## config.mk

```make
export PLATFORM = sky130hd
export DESIGN_NAME = trap_ctrl_flat
export DESIGN_NICKNAME = d
export VERILOG_FILES = /design/src/rtl/trap_ctrl_if.sv /design/src/rtl/trap_ctrl.sv /design/src/flat_wrapper.sv
export SDC_FILE = /design/constraint.sdc
export NUM_CORES = 1
export LEC_CHECK = 0
export ABC_AREA = 1
export CAP_MARGIN = 0
export CORE_AREA = 3 3 203 205
export CTS_CLUSTER_DIAMETER = 200
export CTS_CLUSTER_SIZE = 12
export DETAILED_ROUTE_END_ITERATION = 6
export DIE_AREA = 0 0 206 208
export MAX_ROUTING_LAYER = met4
export SETUP_SLACK_MARGIN = 0.4
export SLEW_MARGIN = 20
export SYNTH_ARGS = -nofsm -noshare
export SYNTH_HDL_FRONTEND = slang
export SYNTH_SLANG_ARGS = --single-unit
```

## constraint.sdc

```tcl
create_clock -name clk -period 1.8 [get_ports clk]
set_input_delay 0.54 -clock clk [delete_from_list [all_inputs] [get_ports clk]]
set_output_delay 0.54 -clock clk [all_outputs]
set_load 0.03 [all_outputs]
```

## src/rtl/trap_ctrl_if.sv

```systemverilog
// Commit, CSR-write and redirect signals between trap_ctrl (master) and the core/CSR block (slave).
interface trap_ctrl_if #(
  parameter int unsigned XLEN = 64
);
  logic            commit_valid;
  logic            commit_ready;
  logic [XLEN-1:0] commit_pc;
  logic            illegal;
  logic            ebreak;
  logic            ecall;
  logic            mret;
  logic            timer_irq;
  logic            mie_mtie;
  logic [XLEN-1:0] mstatus;
  logic [XLEN-1:0] mepc;
  logic [XLEN-1:0] mtvec;
  logic            mepc_we;
  logic [XLEN-1:0] mepc_wdata;
  logic            mcause_we;
  logic [XLEN-1:0] mcause_wdata;
  logic            mstatus_we;
  logic [XLEN-1:0] mstatus_wdata;
  logic            flush;
  logic            redirect_valid;
  logic            redirect_ready;
  logic [XLEN-1:0] redirect_pc;

  modport master (
    input  commit_valid, commit_pc, illegal, ebreak, ecall, mret,
           timer_irq, mie_mtie, mstatus, mepc, mtvec, redirect_ready,
    output commit_ready, mepc_we, mepc_wdata, mcause_we, mcause_wdata,
           mstatus_we, mstatus_wdata, flush, redirect_valid, redirect_pc
  );

  modport slave (
    output commit_valid, commit_pc, illegal, ebreak, ecall, mret,
           timer_irq, mie_mtie, mstatus, mepc, mtvec, redirect_ready,
    input  commit_ready, mepc_we, mepc_wdata, mcause_we, mcause_wdata,
           mstatus_we, mstatus_wdata, flush, redirect_valid, redirect_pc
  );
endinterface

```

## src/rtl/trap_ctrl.sv

```systemverilog
// Machine-mode trap/mret sequencer: CSR write sequence, then flush + redirect handshake.
// Optional TRAP_VECTORED_EN: vectored interrupt targets when mtvec[1:0]==2'b01.
module trap_ctrl #(
  parameter int unsigned XLEN = 64
) (
  input  logic         clk,
  input  logic         rst_n,
  trap_ctrl_if.master  bus
);

  localparam logic [XLEN-1:0] CAUSE_IRQ     = {1'b1, {(XLEN-5){1'b0}}, 4'd7};
  localparam logic [XLEN-1:0] CAUSE_ILLEGAL = XLEN'(2);
  localparam logic [XLEN-1:0] CAUSE_EBREAK  = XLEN'(3);
  localparam logic [XLEN-1:0] CAUSE_ECALL   = XLEN'(11);

  typedef enum logic [2:0] {S_IDLE, S_SAVE, S_TSTAT, S_RSTAT, S_REDIR} state_e;

  state_e          state_q, state_d;
  logic            mepc_we_q, mepc_we_d;
  logic            mcause_we_q, mcause_we_d;
  logic            mstatus_we_q, mstatus_we_d;
  logic            flush_q, flush_d;
  logic            redirect_valid_q, redirect_valid_d;
  logic [XLEN-1:0] mepc_wdata_q, mepc_wdata_d;
  logic [XLEN-1:0] mcause_wdata_q, mcause_wdata_d;
  logic [XLEN-1:0] mstatus_wdata_q, mstatus_wdata_d;
  logic [XLEN-1:0] redirect_pc_q, redirect_pc_d;

  logic            accept_c;
  logic            irq_take_c;
  logic            trap_c;
  logic [XLEN-1:0] cause_c;
  logic [XLEN-1:0] trap_target_c;

  function automatic logic [XLEN-1:0] trap_mstatus(input logic [XLEN-1:0] s);
    logic [XLEN-1:0] m;
    m        = s;
    m[7]     = s[3];
    m[3]     = 1'b0;
    m[12:11] = 2'b11;
    return m;
  endfunction

  function automatic logic [XLEN-1:0] mret_mstatus(input logic [XLEN-1:0] s);
    logic [XLEN-1:0] m;
    m        = s;
    m[3]     = s[7];
    m[7]     = 1'b1;
    m[12:11] = 2'b11;
    return m;
  endfunction

  assign accept_c   = bus.commit_valid && (state_q == S_IDLE);
  assign irq_take_c = bus.timer_irq && bus.mie_mtie && bus.mstatus[3];
  assign trap_c     = irq_take_c || bus.illegal || bus.ebreak || bus.ecall;

  always_comb begin
    cause_c = CAUSE_ECALL;
    if (irq_take_c)       cause_c = CAUSE_IRQ;
    else if (bus.illegal) cause_c = CAUSE_ILLEGAL;
    else if (bus.ebreak)  cause_c = CAUSE_EBREAK;
  end

  // Trap target from the cause latched at acceptance (held in the mcause register).
  always_comb begin
    trap_target_c = bus.mtvec & ~XLEN'(3);
`ifdef TRAP_VECTORED_EN
    if ((bus.mtvec[1:0] == 2'b01) && mcause_wdata_q[XLEN-1])
      trap_target_c = trap_target_c + XLEN'({mcause_wdata_q[3:0], 2'b00});
`endif
  end

  always_ff @(posedge clk or negedge rst_n) begin
    if (!rst_n) begin
      state_q          <= S_IDLE;
      mepc_we_q        <= 1'b0;
      mcause_we_q      <= 1'b0;
      mstatus_we_q     <= 1'b0;
      flush_q          <= 1'b0;
      redirect_valid_q <= 1'b0;
      mepc_wdata_q     <= '0;
      mcause_wdata_q   <= '0;
      mstatus_wdata_q  <= '0;
      redirect_pc_q    <= '0;
    end else begin
      state_q          <= state_d;
      mepc_we_q        <= mepc_we_d;
      mcause_we_q      <= mcause_we_d;
      mstatus_we_q     <= mstatus_we_d;
      flush_q          <= flush_d;
      redirect_valid_q <= redirect_valid_d;
      mepc_wdata_q     <= mepc_wdata_d;
      mcause_wdata_q   <= mcause_wdata_d;
      mstatus_wdata_q  <= mstatus_wdata_d;
      redirect_pc_q    <= redirect_pc_d;
    end
  end

  always_comb begin
    state_d = state_q;
    case (state_q)
      S_IDLE: begin
        if (accept_c) begin
          if (trap_c)        state_d = S_SAVE;
          else if (bus.mret) state_d = S_RSTAT;
        end
      end
      S_SAVE:  state_d = S_TSTAT;
      S_TSTAT: state_d = S_REDIR;
      S_RSTAT: state_d = S_REDIR;
      S_REDIR: if (redirect_valid_q && bus.redirect_ready) state_d = S_IDLE;
      default: state_d = S_IDLE;
    endcase
  end

  // Next values of the registered outputs; data registers hold between writes.
  always_comb begin
    mepc_we_d        = 1'b0;
    mcause_we_d      = 1'b0;
    mstatus_we_d     = 1'b0;
    flush_d          = 1'b0;
    redirect_valid_d = 1'b0;
    mepc_wdata_d     = mepc_wdata_q;
    mcause_wdata_d   = mcause_wdata_q;
    mstatus_wdata_d  = mstatus_wdata_q;
    redirect_pc_d    = redirect_pc_q;
    case (state_q)
      S_IDLE: begin
        if (accept_c && trap_c) begin
          mepc_we_d      = 1'b1;
          mepc_wdata_d   = bus.commit_pc;
          mcause_we_d    = 1'b1;
          mcause_wdata_d = cause_c;
        end else if (accept_c && bus.mret) begin
          mstatus_we_d    = 1'b1;
          mstatus_wdata_d = mret_mstatus(bus.mstatus);
        end
      end
      S_SAVE: begin
        mstatus_we_d    = 1'b1;
        mstatus_wdata_d = trap_mstatus(bus.mstatus);
      end
      S_TSTAT: begin
        flush_d          = 1'b1;
        redirect_valid_d = 1'b1;
        redirect_pc_d    = trap_target_c;
      end
      S_RSTAT: begin
        flush_d          = 1'b1;
        redirect_valid_d = 1'b1;
        redirect_pc_d    = bus.mepc;
      end
      S_REDIR: redirect_valid_d = !(redirect_valid_q && bus.redirect_ready);
      default: ;
    endcase
  end

  assign bus.commit_ready   = (state_q == S_IDLE);
  assign bus.mepc_we        = mepc_we_q;
  assign bus.mepc_wdata     = mepc_wdata_q;
  assign bus.mcause_we      = mcause_we_q;
  assign bus.mcause_wdata   = mcause_wdata_q;
  assign bus.mstatus_we     = mstatus_we_q;
  assign bus.mstatus_wdata  = mstatus_wdata_q;
  assign bus.flush          = flush_q;
  assign bus.redirect_valid = redirect_valid_q;
  assign bus.redirect_pc    = redirect_pc_q;

endmodule

```

## src/flat_wrapper.sv

```systemverilog
// flat-port wrapper written by rule: the top's interface ports become plain ports
module trap_ctrl_flat 
#(
  parameter int unsigned XLEN = 64
)
  (clk, rst_n, bus_commit_valid, bus_commit_pc, bus_illegal, bus_ebreak, bus_ecall, bus_mret, bus_timer_irq, bus_mie_mtie, bus_mstatus, bus_mepc, bus_mtvec, bus_redirect_ready, bus_commit_ready, bus_mepc_we, bus_mepc_wdata, bus_mcause_we, bus_mcause_wdata, bus_mstatus_we, bus_mstatus_wdata, bus_flush, bus_redirect_valid, bus_redirect_pc);
  trap_ctrl_if #(.XLEN(XLEN)) bus_i ();
  input  logic clk;
  input  logic rst_n;
  input wire logic [$bits(bus_i.commit_valid)-1:0] bus_commit_valid;
  input wire logic [$bits(bus_i.commit_pc)-1:0] bus_commit_pc;
  input wire logic [$bits(bus_i.illegal)-1:0] bus_illegal;
  input wire logic [$bits(bus_i.ebreak)-1:0] bus_ebreak;
  input wire logic [$bits(bus_i.ecall)-1:0] bus_ecall;
  input wire logic [$bits(bus_i.mret)-1:0] bus_mret;
  input wire logic [$bits(bus_i.timer_irq)-1:0] bus_timer_irq;
  input wire logic [$bits(bus_i.mie_mtie)-1:0] bus_mie_mtie;
  input wire logic [$bits(bus_i.mstatus)-1:0] bus_mstatus;
  input wire logic [$bits(bus_i.mepc)-1:0] bus_mepc;
  input wire logic [$bits(bus_i.mtvec)-1:0] bus_mtvec;
  input wire logic [$bits(bus_i.redirect_ready)-1:0] bus_redirect_ready;
  output wire logic [$bits(bus_i.commit_ready)-1:0] bus_commit_ready;
  output wire logic [$bits(bus_i.mepc_we)-1:0] bus_mepc_we;
  output wire logic [$bits(bus_i.mepc_wdata)-1:0] bus_mepc_wdata;
  output wire logic [$bits(bus_i.mcause_we)-1:0] bus_mcause_we;
  output wire logic [$bits(bus_i.mcause_wdata)-1:0] bus_mcause_wdata;
  output wire logic [$bits(bus_i.mstatus_we)-1:0] bus_mstatus_we;
  output wire logic [$bits(bus_i.mstatus_wdata)-1:0] bus_mstatus_wdata;
  output wire logic [$bits(bus_i.flush)-1:0] bus_flush;
  output wire logic [$bits(bus_i.redirect_valid)-1:0] bus_redirect_valid;
  output wire logic [$bits(bus_i.redirect_pc)-1:0] bus_redirect_pc;
  assign bus_i.commit_valid = bus_commit_valid;
  assign bus_i.commit_pc = bus_commit_pc;
  assign bus_i.illegal = bus_illegal;
  assign bus_i.ebreak = bus_ebreak;
  assign bus_i.ecall = bus_ecall;
  assign bus_i.mret = bus_mret;
  assign bus_i.timer_irq = bus_timer_irq;
  assign bus_i.mie_mtie = bus_mie_mtie;
  assign bus_i.mstatus = bus_mstatus;
  assign bus_i.mepc = bus_mepc;
  assign bus_i.mtvec = bus_mtvec;
  assign bus_i.redirect_ready = bus_redirect_ready;
  assign bus_commit_ready = bus_i.commit_ready;
  assign bus_mepc_we = bus_i.mepc_we;
  assign bus_mepc_wdata = bus_i.mepc_wdata;
  assign bus_mcause_we = bus_i.mcause_we;
  assign bus_mcause_wdata = bus_i.mcause_wdata;
  assign bus_mstatus_we = bus_i.mstatus_we;
  assign bus_mstatus_wdata = bus_i.mstatus_wdata;
  assign bus_flush = bus_i.flush;
  assign bus_redirect_valid = bus_i.redirect_valid;
  assign bus_redirect_pc = bus_i.redirect_pc;
  trap_ctrl #(.XLEN(XLEN)) u_core (.clk(clk), .rst_n(rst_n), .bus(bus_i));
endmodule
```

# --- Word-level counts from Yosys, hierarchy flattened ---
# Cells that the tools add are included.
totals:
  inputBits: 266
  word_cells: 54
  output_inout_bits: 262
  ff_bits: 263
classes:
  n_eq_ne: 9
  reduce_logical: 17
  n_mux: 19
ops:
  columns: ["op", "count"]
  rows:
  - ["64-bit 2-to-1 mux", 4]
  - ["64-bit case mux with 2 select lines", 2]
  - ["3-bit 2-to-1 mux", 4]
  - ["3-bit case mux with 4 select lines", 1]
  - ["3-bit by 2-bit == test with 1-bit output (second input constant)", 2]
  - ["1-bit logical AND", 6]
  - ["2-bit by 1-bit inequality test with 1-bit output (second input constant)", 3]
  - ["3-bit AND reduction", 2]
  - ["1-bit 2-to-1 mux", 5]
  - ["4-bit 2-to-1 mux", 1]
  - ["1-bit case mux with 2 select lines", 2]
  - ["2-bit nonzero test", 2]
  - ["3-bit by 1-bit == test with 1-bit output (second input constant)", 1]
  - ["3-bit == test (second input constant)", 1]
  - ["3-bit zero test", 1]
  - ["1-bit logical OR", 3]
  - ["3-bit by 2-bit inequality test with 1-bit output (second input constant)", 1]
  - ["2-bit inequality test (second input constant)", 1]
  - ["2-bit AND reduction", 1]
  - ["2-bit OR reduction", 1]
  - ["1-bit zero test", 1]

# --- Depth between registers and ports, before layout ---
# Gate-level depths: netlist of the first run.
logic_depth:
  ltp_word: 8
  depth_mapped: 9

# --- Least setup slack after synthesis of the first run ---
# Ideal clock, no wire load.
synth_path:
  path_type: "input -> register"
  from: "input port bus_illegal"
  to: "register u_core.mepc_wdata_q[24], in the netlist u_core.bus.mepc_wdata[24]"
  cell_stages: 8
  arrival_ns: 1.404
  setup_slack_ns: 0.279
  n_path_buf: 2
  setup_time_ns: 0.117
  path_cell_list: "nor2_1 -> nand3_2 -> nand2_2 -> inv_2 -> buf_4 -> buf_4 -> nand2_1 -> nand2_1"
synth_between:
  elab_chain_cells: 5
synth_lines:
  columns: ["element", "line_no", "text"]
  rows:
  - ["start, declared", "flat_wrapper.sv:12", "input wire logic [$bits(bus_i.illegal)-1:0] bus_illegal;"]
  - ["1-bit logical OR (3 in a row)", "trap_ctrl.sv:55", "assign trap_c = irq_take_c || bus.illegal || bus.ebreak || bus.ecall;"]
  - ["1-bit logical AND", "trap_ctrl.sv:129", "if (accept_c && trap_c) begin"]
  - ["2-bit AND reduction (no source line)", null, null]
  - ["end signal, assigned", "trap_ctrl.sv:92", "mepc_wdata_q <= mepc_wdata_d;"]
  - ["end, declared", "trap_ctrl.sv:24", "logic [XLEN-1:0] mepc_wdata_q, mepc_wdata_d;"]
# Every way passes these cells.
# A chain may end at the register's enable or synchronous reset.

# --- Worst setup path after layout of the first run ---
layout_path:
  from: "register u_core.state_q[0]"
  to: "output port bus_commit_ready"
layout_between:
  elab_chain_cells: 1
layout_lines:
  columns: ["element", "line_no", "text"]
  rows:
  - ["start, declared", "trap_ctrl.sv:18", "state_e state_q, state_d;"]
  - ["start signal, assigned", "trap_ctrl.sv:86", "state_q <= state_d;"]
  - ["3-bit zero test", "trap_ctrl.sv:158", "assign bus.commit_ready = (state_q == S_IDLE);"]
  - ["end, declared", "flat_wrapper.sv:22", "output wire logic [$bits(bus_i.commit_ready)-1:0] bus_commit_ready;"]
# Every way passes these cells.

==> reports/results.tsv, run 1 <==
metric	value	unit
status	complete, but fails checks	
failing checks	setup timing	
Non-Filler Instances	2161	
Final setup viols	11	
Post-Syn Area per Cell	8.51	sq um
placed cell areas	14100	sq um
I/O pin count	528	
vias in the first global route	8891	
GRT Overall Usage	15.2	%
DIE HEIGHT	208	um
# DRC	0	
Area Overhead vs Synth	88.1	%
Total Nets Final	1901	
Design Area, Final	16600	sq um
Row Count	73	
Die ar.	42800	sq um
Syn Inst Count	1038	
CP Data Arrival Time	1.32	ns
H-Tree Depth	1	
layout cells sized above 1	26.8	%
Max Fclk	536	MHz
ANT cells	0	
fin util	41.9	%
Post-Syn Area	8830	sq um
CORE AREA	39600	sq um
Vias	9052	
Initial Util	22.3	%
Hold Fails Final Rpt	0	
Clock Latency Late Sink	0.50	ns
Pwr Total	31.3	mW
final slew viol count	0	
HP Class	flip-flop to flip-flop	
Worst VDD drop	965	uV
final worst path period need	1.86	ns
Max Cap Viol	0	
GPL Wtd Cong	0.779	
initial antenna violation count	0	
clk slew on worst S/H paths	0.06	ns
root buffer cell	clkbuf_16	
Slowest Stage Delay on Critical Path	0.42	ns
largest net degree at the start of global routing	64	
clk buf depth	3	
Setup CP Type	flip-flop to primary output	
GRT Residual Overflow	0	
unrepaired setup endpoints after global routing	yes	
Inst Count DP	2005	
Final Cycle Share	104	%
FF+latch count, synth	202	
final clock skew	0.0109	ns
Crit-path slowest cell	dfrtp_2	
synth warn	0	
CTS tree	built	
average routed wire per standard cell	16.8	um
unique cell type count in the Yosys netlist	25	
Max FO, Critical Path	4	
Starting DRT DRC Count	420	
CP Data Required Time	1.26	ns
Num CTS Buffers	20	
part of the Yosys area used for sequential elements	57.2	%
post-DP HPWL	23.9	mm
leakage power total	8.10	nW
global-route wire length before repair	50.0	mm
final worst setup slack	-0.0643	ns
Vias per Instance	4.19	
DRT antenna net count	0	
clock sink count	202	
DP Worst Slack	-0.332	ns
final WL	36.2	mm
PortBufs	464	
crit path capture type	primary output	
worst-path cell chain	inv_4, nand2_1, inv_2, buf_12	
die span in x	206	um
first-pass detailed-route iteration total	7	
crit start category	flip-flop	
power density over cell area	1880	nW/um^2
placed cells by master, fill, tap and decap left out, types with 16 or more instances in the layout:
master	instances
nand3_1	92
nor2_1	26
a31oi_1	21
inv_1	43
clkbuf_16	36
nand2_1	429
clkdlybuf4s50_1	259
buf_6	212
o21ai_0	55
buf_12	16
conb_1	59
buf_4	120
dfrtp_1	200
synthesized netlist by cell type (all sizes together):
library cell  number  area [sq um]
clkinv             1          3.75
nor2              29           111
nand3b             1          7.51
nand2            441          1660
inv               48           180
conb               1          3.75
clkbuf            17          63.8
a31oi             21           131
nand3            103           521
dfrtp            202          5050
o21ai             61           317
buf              107           738
nand4              3          25.0
or2                2          12.5
a21oi              1          5.00
flip-flops by register name, summed over array words and instances (netlist names):
signal	cells
u_core.bus.flush	1
u_core.bus.mstatus_wdata	63
u_core.state_q	3
u_core.bus.mepc_we	1
u_core.bus.mstatus_we	1
u_core.bus.redirect_pc	64
u_core.bus.redirect_valid	1
u_core.bus.mcause_wdata	4
u_core.bus.mepc_wdata	64
repair_timing:
| action | CTS | global route |
|---|---|---|
| resized for setup | 1418 | 45 |
| endpoints found under the setup margin | 336 | 394 |
| buffers inserted | 48 | 55 |
| pin swaps | 1 | 10 |
| hold buffers | 1 | 0 |
| endpoints found under the hold margin | 31 | 0 |
| cloned | 8 | 21 |
path summary, 6_finish.rpt:
kind / from / slack [ns] / cells past startpoint / to
max in group asynchronous: rst_n / 0.62 / 3 / u_core.state_q[2]
min in group asynchronous: rst_n / 0.57 / 2 / u_core.bus.mstatus_wdata[57]
max reg2reg: u_core.state_q[1] / -0.03 / 12 / u_core.bus.mstatus_wdata[18]
min reg2reg: u_core.bus.mcause_wdata[1] / 0.49 / 1 / u_core.bus.mcause_wdata[1]
max: u_core.state_q[0] / -0.06 / 4 / bus_commit_ready
min: u_core.bus.mcause_wdata[1] / 0.49 / 1 / u_core.bus.mcause_wdata[1]
worst max-delay path: cells and delay by family (launching register included):
kind,cells,cell delay [ns]
buffers and inverters,3,0.34
AND/OR/NAND/NOR,1,0.07
flip-flops,1,0.42
per-stage QoR:
step                TNS [ns]  hold WS [ns]
finish                -0.270         0.494
global route           -4.72         0.524
CTS                    -1.32         0.495
detailed placement    -35.90         0.450
global placement      -35.30         0.447
floorplan                  0         0.244
metal layers:
layer	routed length [um]	track usage, %
met5	0	-
met3	2610	3.43
met2	18800	26.6
met4	748	3.72
met1	14100	17.5
logic make-up after synthesis:
family / share of synthesized area [%]
and+or+nand+nor: 26.5
DFF: 57.2
other: 0.0424
buffers and inverters: 11.2
AOI/OAI and AO/OA: 5.13
area by class of cell:
class,instances,area (sq um)
inverter,49,215
fill,3840,23000
multi-input combinational,722,3180
timing repair buffer,640,6970
tap,525,657
sequential,202,5060
clock buffer,23,543
power breakdown:
part | switching, mW | internal (mW) | leakage [nW]
registers | 1.63 | 6.75 | 2.42
clock network | 1.70 | 2.10 | 0.267
logic | 10.3 | 8.88 | 5.42
No activity file was read; power rests on OpenSTA's default activity.
==> inputs of run 2 (changes only) <==
- CORE_AREA: 3 3 203 205 -> 3 3 206 208
- DIE_AREA: 0 0 206 208 -> 0 0 209 211
- DONT_BUFFER_PORTS: not set -> 1
==> run 2 against run 1 <==
- the flow finishes with violations (hold timing, setup timing)
- total power is 5.9% lower
- clock power hardly changed
- cell count is 24% lower
- combinational power is 37% lower
- critical path depth stayed put
- largest power group is now registers
==> reports/results.tsv, run 2 (synthesis results as in run 1) <==
metric	value	unit
GRT Residual Overflow	0	
GPL Wtd Cong	0.833	
Num CTS Buffers	20	
CTS tree	built	
root buffer cell	clkbuf_16	
Die ar.	44100	sq um
crit path capture type	primary output	
Vias per Instance	4.61	
die span in x	209	um
Worst path top cell family by delay	flip-flops	
H-Tree Depth	1	
layout cells sized above 1	55.9	%
status	complete, but fails checks	
unrepaired setup endpoints after global routing	yes	
I/O pin count	528	
PortBufs	0	
first-pass detailed-route iteration total	5	
failing checks	hold timing, setup timing	
Starting DRT DRC Count	539	
Row Count	74	
crit start category	flip-flop	
reg2reg start	u_core.state_q[1]	
DIE HEIGHT	211	um
Area Overhead vs Synth	50.3	%
fillers	4046	
worst-path cell chain	nor2_2, buf_6, nand2_4, inv_8	
r2r worst-path depth	11	
Worst VDD drop	1190	uV
final slew viol count	0	
Crit path buffers/inverters	2	
# DRC	0	
global-route wire length before repair	45.7	mm
crit path to	bus_commit_ready	
Crit-path slowest cell	dfrtp_1	
final worst path period need	1.84	ns
Initial Util	21.7	%
Inst Count DP	1527	
commonest non-fill, non-tap cells in the layout	nand2_1 (248), dfrtp_2 (200), nand2_2 (110)	
worst reg2reg endpoint	u_core.bus.mstatus_wdata[54]	
fin util	32.6	%
hold_ws	-0.260	ns
R2R setup slack	-0.04	ns
Max FO, Critical Path	2	
Vias	7536	
initial antenna violation count	0	
HP Class	input port to asynchronous set/reset pin	
Non-Filler Instances	1636	
average routed wire per standard cell	22.0	um
Setup crit start	u_core.state_q[1]	
Setup CP Type	flip-flop to primary output	
most common cell after layout, fill and taps aside	nand2_1	
critical path depth	4	
final clock skew	0.0117	ns
post-DP HPWL	18.9	mm
CP Data Arrival Time	1.30	ns
CP Data Required Time	1.26	ns
Max Cap Viol	0	
Final Cycle Share	102	%
clk slew on worst S/H paths	0.06	ns
largest net degree at the start of global routing	203	
GRT Overall Usage	13.9	%
CORE AREA	40700	sq um
Final setup viols	14	
vias in the first global route	7173	
power density over cell area	2220	nW/um^2
leakage power total	6.01	nW
Slowest Stage Delay on Critical Path	0.40	ns
final WL	36.0	mm
final worst setup slack	-0.0427	ns
clock sink count	202	
DRT antenna net count	0	
ANT cells	0	
clk buf depth	3	
Total Nets Final	1369	
Max Fclk	543	MHz
Hold Fails Final Rpt	202	
Clock Latency Late Sink	0.51	ns
-- run 2: per-stage QoR --
step	area, sq um	setup slack, ns	setup TNS, ns	power, mW
2_1_floorplan	9080	0.402	0	16.6
3_3_place_gp	9210	0.101	0	18.2
3_5_place_dp	9210	0.0684	0	18.4
4_1_cts	11400	-0.0659	-0.0659	26.4
5_1_grt	13300	-0.129	-7.24	31.0
6_report	13300	-0.0427	-0.268	29.5
-- run 2: what timing repair did --
action,4_1_cts,5_1_grt
setup endpoints to repair,394,397
endpoints found under the hold margin,202,202
cloned,27,21
gates resized for setup,361,342
buffers inserted,22,16
pin swaps,8,88
-- run 2: worst min-delay path by stage --
stage	startpoint	end	slack [ns]	cells past startpoint
2_1_floorplan	rst_n	u_core.bus.flush	0.24	0
3_3_place_gp	rst_n	u_core.bus.redirect_pc[21]	0.25	0
3_5_place_dp	rst_n	u_core.bus.redirect_pc[45]	0.25	0
4_1_cts	rst_n	u_core.bus.redirect_pc[31]	-0.30	0
5_1_grt	rst_n	u_core.bus.redirect_pc[45]	-0.30	0
6_report	rst_n	u_core.bus.redirect_pc[31]	-0.26	0
-- run 2: where the power goes --
part / switching (mW) / internal [mW] / total (mW)
clock: 1.68 / 2.10 / 3.78
sequential: 6.51 / 7.15 / 13.7
combinational: 6.28 / 5.74 / 12.0
total: 14.5 / 15.0 / 29.5
-- run 2: final cells by class --
| class | instances | area [sq um] | share of cell area (%) |
|---|---|---|---|
| clock buffers | 23 | 543 | 4.09 |
| flip-flops and latches | 202 | 5310 | 40.0 |
| inverters | 49 | 235 | 1.77 |
| multi-input cells | 721 | 4450 | 33.5 |
| well taps | 532 | 666 | 5.01 |
| repair buffers | 108 | 2070 | 15.6 |
| repair inverters | 1 | 11.3 | 0.0848 |
-- run 2: layer usage --
metal	wire length (um)	part of all wire (%)	GRT usage, %	vias up
li1	-	-	-	3276
met1	13500	37	16.5	3782
met2	18600	52	23.2	416
met3	3050	8.5	3.97	62
met4	884	2.5	4.02	0
met5	0	0	-	-
==> inputs of run 3 (changes only) <==
- ABC_AREA: 1 -> not set
- CORE_AREA: 3 3 206 208 -> 3 3 205 207
- DIE_AREA: 0 0 209 211 -> 0 0 208 210
==> run 3 against run 2 <==
- the flow still finishes with violations (hold timing, setup timing)
- die area fell by 0.95%
- maximum frequency fell by 8.6%
- sequential power barely moved
- routed wire length fell by 33%
- sequential share of layout area rose by 7.8 points
- critical path depth rose by 5
- non-clock buffer count fell by 48
- total power fell by 16%
- synthesized area fell by 0.55%
- count of clock-buffer cells in the layout fell by 1
- cell count fell by 25%
- setup slack got worse by 0.17 ns
==> reports/results.tsv, run 3 <==
metric	value	unit
FF+latch count, synth	202	
final slew viol count	0	
combinational power share	29.8	%
Synth area leaders	dfrtp_1 (58%), mux2_4 (9.7%), mux2_2 (8.6%)	
average routed wire per standard cell	19.6	um
global-route wire length before repair	32.4	mm
Total Nets Final	961	
H-Tree Depth	1	
Post-Syn Area per Cell	13.5	sq um
clk buf depth	3	
post-synth top area cell	dfrtp_1	
Crit-path slowest cell	dfrtp_4	
DRT antenna net count	0	
Final Cycle Share	112	%
GRT Overall Usage	9.95	%
Die ar.	43700	sq um
Met3 Routed Length	1.92	mm
unique cell type count in the Yosys netlist	32	
Final setup viols	125	
Clock Latency Late Sink	0.52	ns
final clock skew	0.0190	ns
Vias per Instance	4.01	
I/O pin count	528	
Post-synth top cells	dfrtp_1 (202), nand2_1 (71), mux2_2 (67)	
GRT Residual Overflow	0	
Initial Util	21.7	%
CORE AREA	40600	sq um
largest net degree at the start of global routing	203	
Vias	4935	
unrepaired setup endpoints after global routing	yes	
Hold Fails Final Rpt	202	
DR top layer	met4	
NetSw	10.9	mW
final WL	24.2	mm
Max Cap Viol	0	
Fin Setup TNS	-21.28	ns
CP Data Arrival Time	2.40	ns
routed wl met2	12.4	mm
Max FO, Critical Path	6	
clock network fraction of total power	15.0	%
power density over cell area	2230	nW/um^2
wl on met1	9.35	mm
DIE HEIGHT	210	um
layout cells sized above 1	60.2	%
Net Sw Frac	44.1	%
Internal	13.8	mW
status	complete, but fails checks	
Syn Inst Count	652	
HP Class	input port to asynchronous set/reset pin	
Post-Syn Area	8790	sq um
first-pass detailed-route iteration total	4	
Post-synth EDFFs	0	
sequential cell fraction of total power	55.2	%
initial antenna violation count	1	
failing checks	hold timing, setup timing	
commonest non-fill, non-tap cells in the layout	dfrtp_2 (189), mux2_4 (105), nand2_1 (71)	
Area Overhead vs Synth	26.3	%
final worst path period need	2.02	ns
CTS tree	built	
final worst setup slack	-0.216	ns
Most used DFF post-synth	dfrtp_1	
CP Data Required Time	2.19	ns
PortBufs	0	
Max Fclk	496	MHz
Crit path top cell by count	buf_6	
Starting DRT DRC Count	254	
Setup CP Type	flip-flop to flip-flop	
Row Count	74	
Slowest Stage Delay on Critical Path	0.50	ns
synth warn	0	
Post-synth ARST share	100	%
worst-path cell chain	buf_6, nor4b_4, buf_6, o21ai_4, inv_4, buf_6, buf_12, buf_12, mux2_4	
top-count cell post-synth	dfrtp_1	
most common cell after layout, fill and taps aside	dfrtp_2	
hold_ws	-0.273	ns
root buffer cell	clkbuf_16	
leakage power total	4.77	nW
Num CTS Buffers	20	
crit start category	flip-flop	
# DRC	0	
post-synth top area share	57.5	%
GPL Wtd Cong	0.782	
crit path capture type	flip-flop	
post-DP HPWL	17.1	mm
clk slew on worst S/H paths	0.07	ns
part of the Yosys area used for sequential elements	57.5	%
vias in the first global route	4919	
Worst VDD drop	976	uV
die span in x	208	um
clock sink count	202	
-- run 3: through the flow --
step	setup slack, ns	power (mW)	utilization [%]	instance area [sq um]	instances
floorplan	-0.0129	17.1	-	9030	710
global placement	-0.0680	18.6	23.0	9320	1172
detailed placement	-0.0801	18.8	23.0	9320	1172
CTS	-0.297	23.5	25.4	10300	1212
global route	-0.289	25.9	27.4	11100	1230
finish	-0.216	24.7	27.4	11100	1230
-- run 3: what timing repair did --
action | in CTS | in global routing
gates resized for setup | 67 | 255
pin swaps | 2 | 5
cloned | 6 | 7
endpoints found under the hold margin | 202 | 202
setup buffers | 11 | 9
endpoints found under the setup margin | 401 | 402
-- run 3: routing by layer --
metal  vias to the layer above  global-route usage, %
li1                       2190                      -
met1                      2457                   11.7
met2                       256                   16.8
met3                        32                   2.74
met4                         0                   2.81
met5                         -                      -
-- run 3: final timing paths --
check	start	endpoint	slack [ns]	depth (start not counted)
min in group clk	bus_mstatus[7]	u_core.bus.mstatus_wdata[3]	0.16	2
worst min register to register	u_core.bus.redirect_pc[0]	u_core.bus.redirect_pc[0]	0.61	2
max in group asynchronous	rst_n	u_core.bus.redirect_pc[37]	1.76	0
worst min-delay path	rst_n	u_core.bus.mepc_wdata[0]	-0.27	0
worst max register to register	u_core.state_q[0]	u_core.bus.mepc_wdata[61]	-0.22	9
worst max-delay path	u_core.state_q[0]	u_core.bus.mepc_wdata[61]	-0.22	9
-- run 3: critical path: cells and delay by family, from the launching register on --
family,cells,cell delay [ns]
AOI/OAI and AO/OA,1,0.07
buffers and inverters,6,0.75
DFF,1,0.50
muxes,1,0.30
and+or+nand+nor,1,0.25
-- run 3: cells by family after synthesis --
| logic type | after synthesis | share of synthesized area [%] |
|---|---|---|
| AOI/OAI and AO/OA | 71 | 4.57 |
| muxes | 187 | 25.5 |
| other | 1 | 0.0427 |
| DFF | 202 | 57.5 |
| and+or+nand+nor | 89 | 4.40 |
| buffers and inverters | 102 | 7.95 |
-- run 3: power groups by stage --
stage                     Sequential [mW]  Combinational, mW  Clock, mW
after floorplan                      12.4               4.66          0
after global routing                 13.9               7.96       4.06
after global placement               13.3               5.33          0
after detailed placement             13.2               5.54          0
final                                13.6               7.37       3.72
after CTS                            13.3               6.26       3.91
-- run 3: cell type report --
type,instances,area [sq um]
Sequential cell,202,5300
Fill cell,4165,29500
Antenna cell,2,5.00
Inverter,5,21.3
Clock inverter,1,16.3
Timing Repair Buffer,60,1010
Tap cell,532,666
Multi-Input combinational cell,406,3560
Clock buffer,22,518
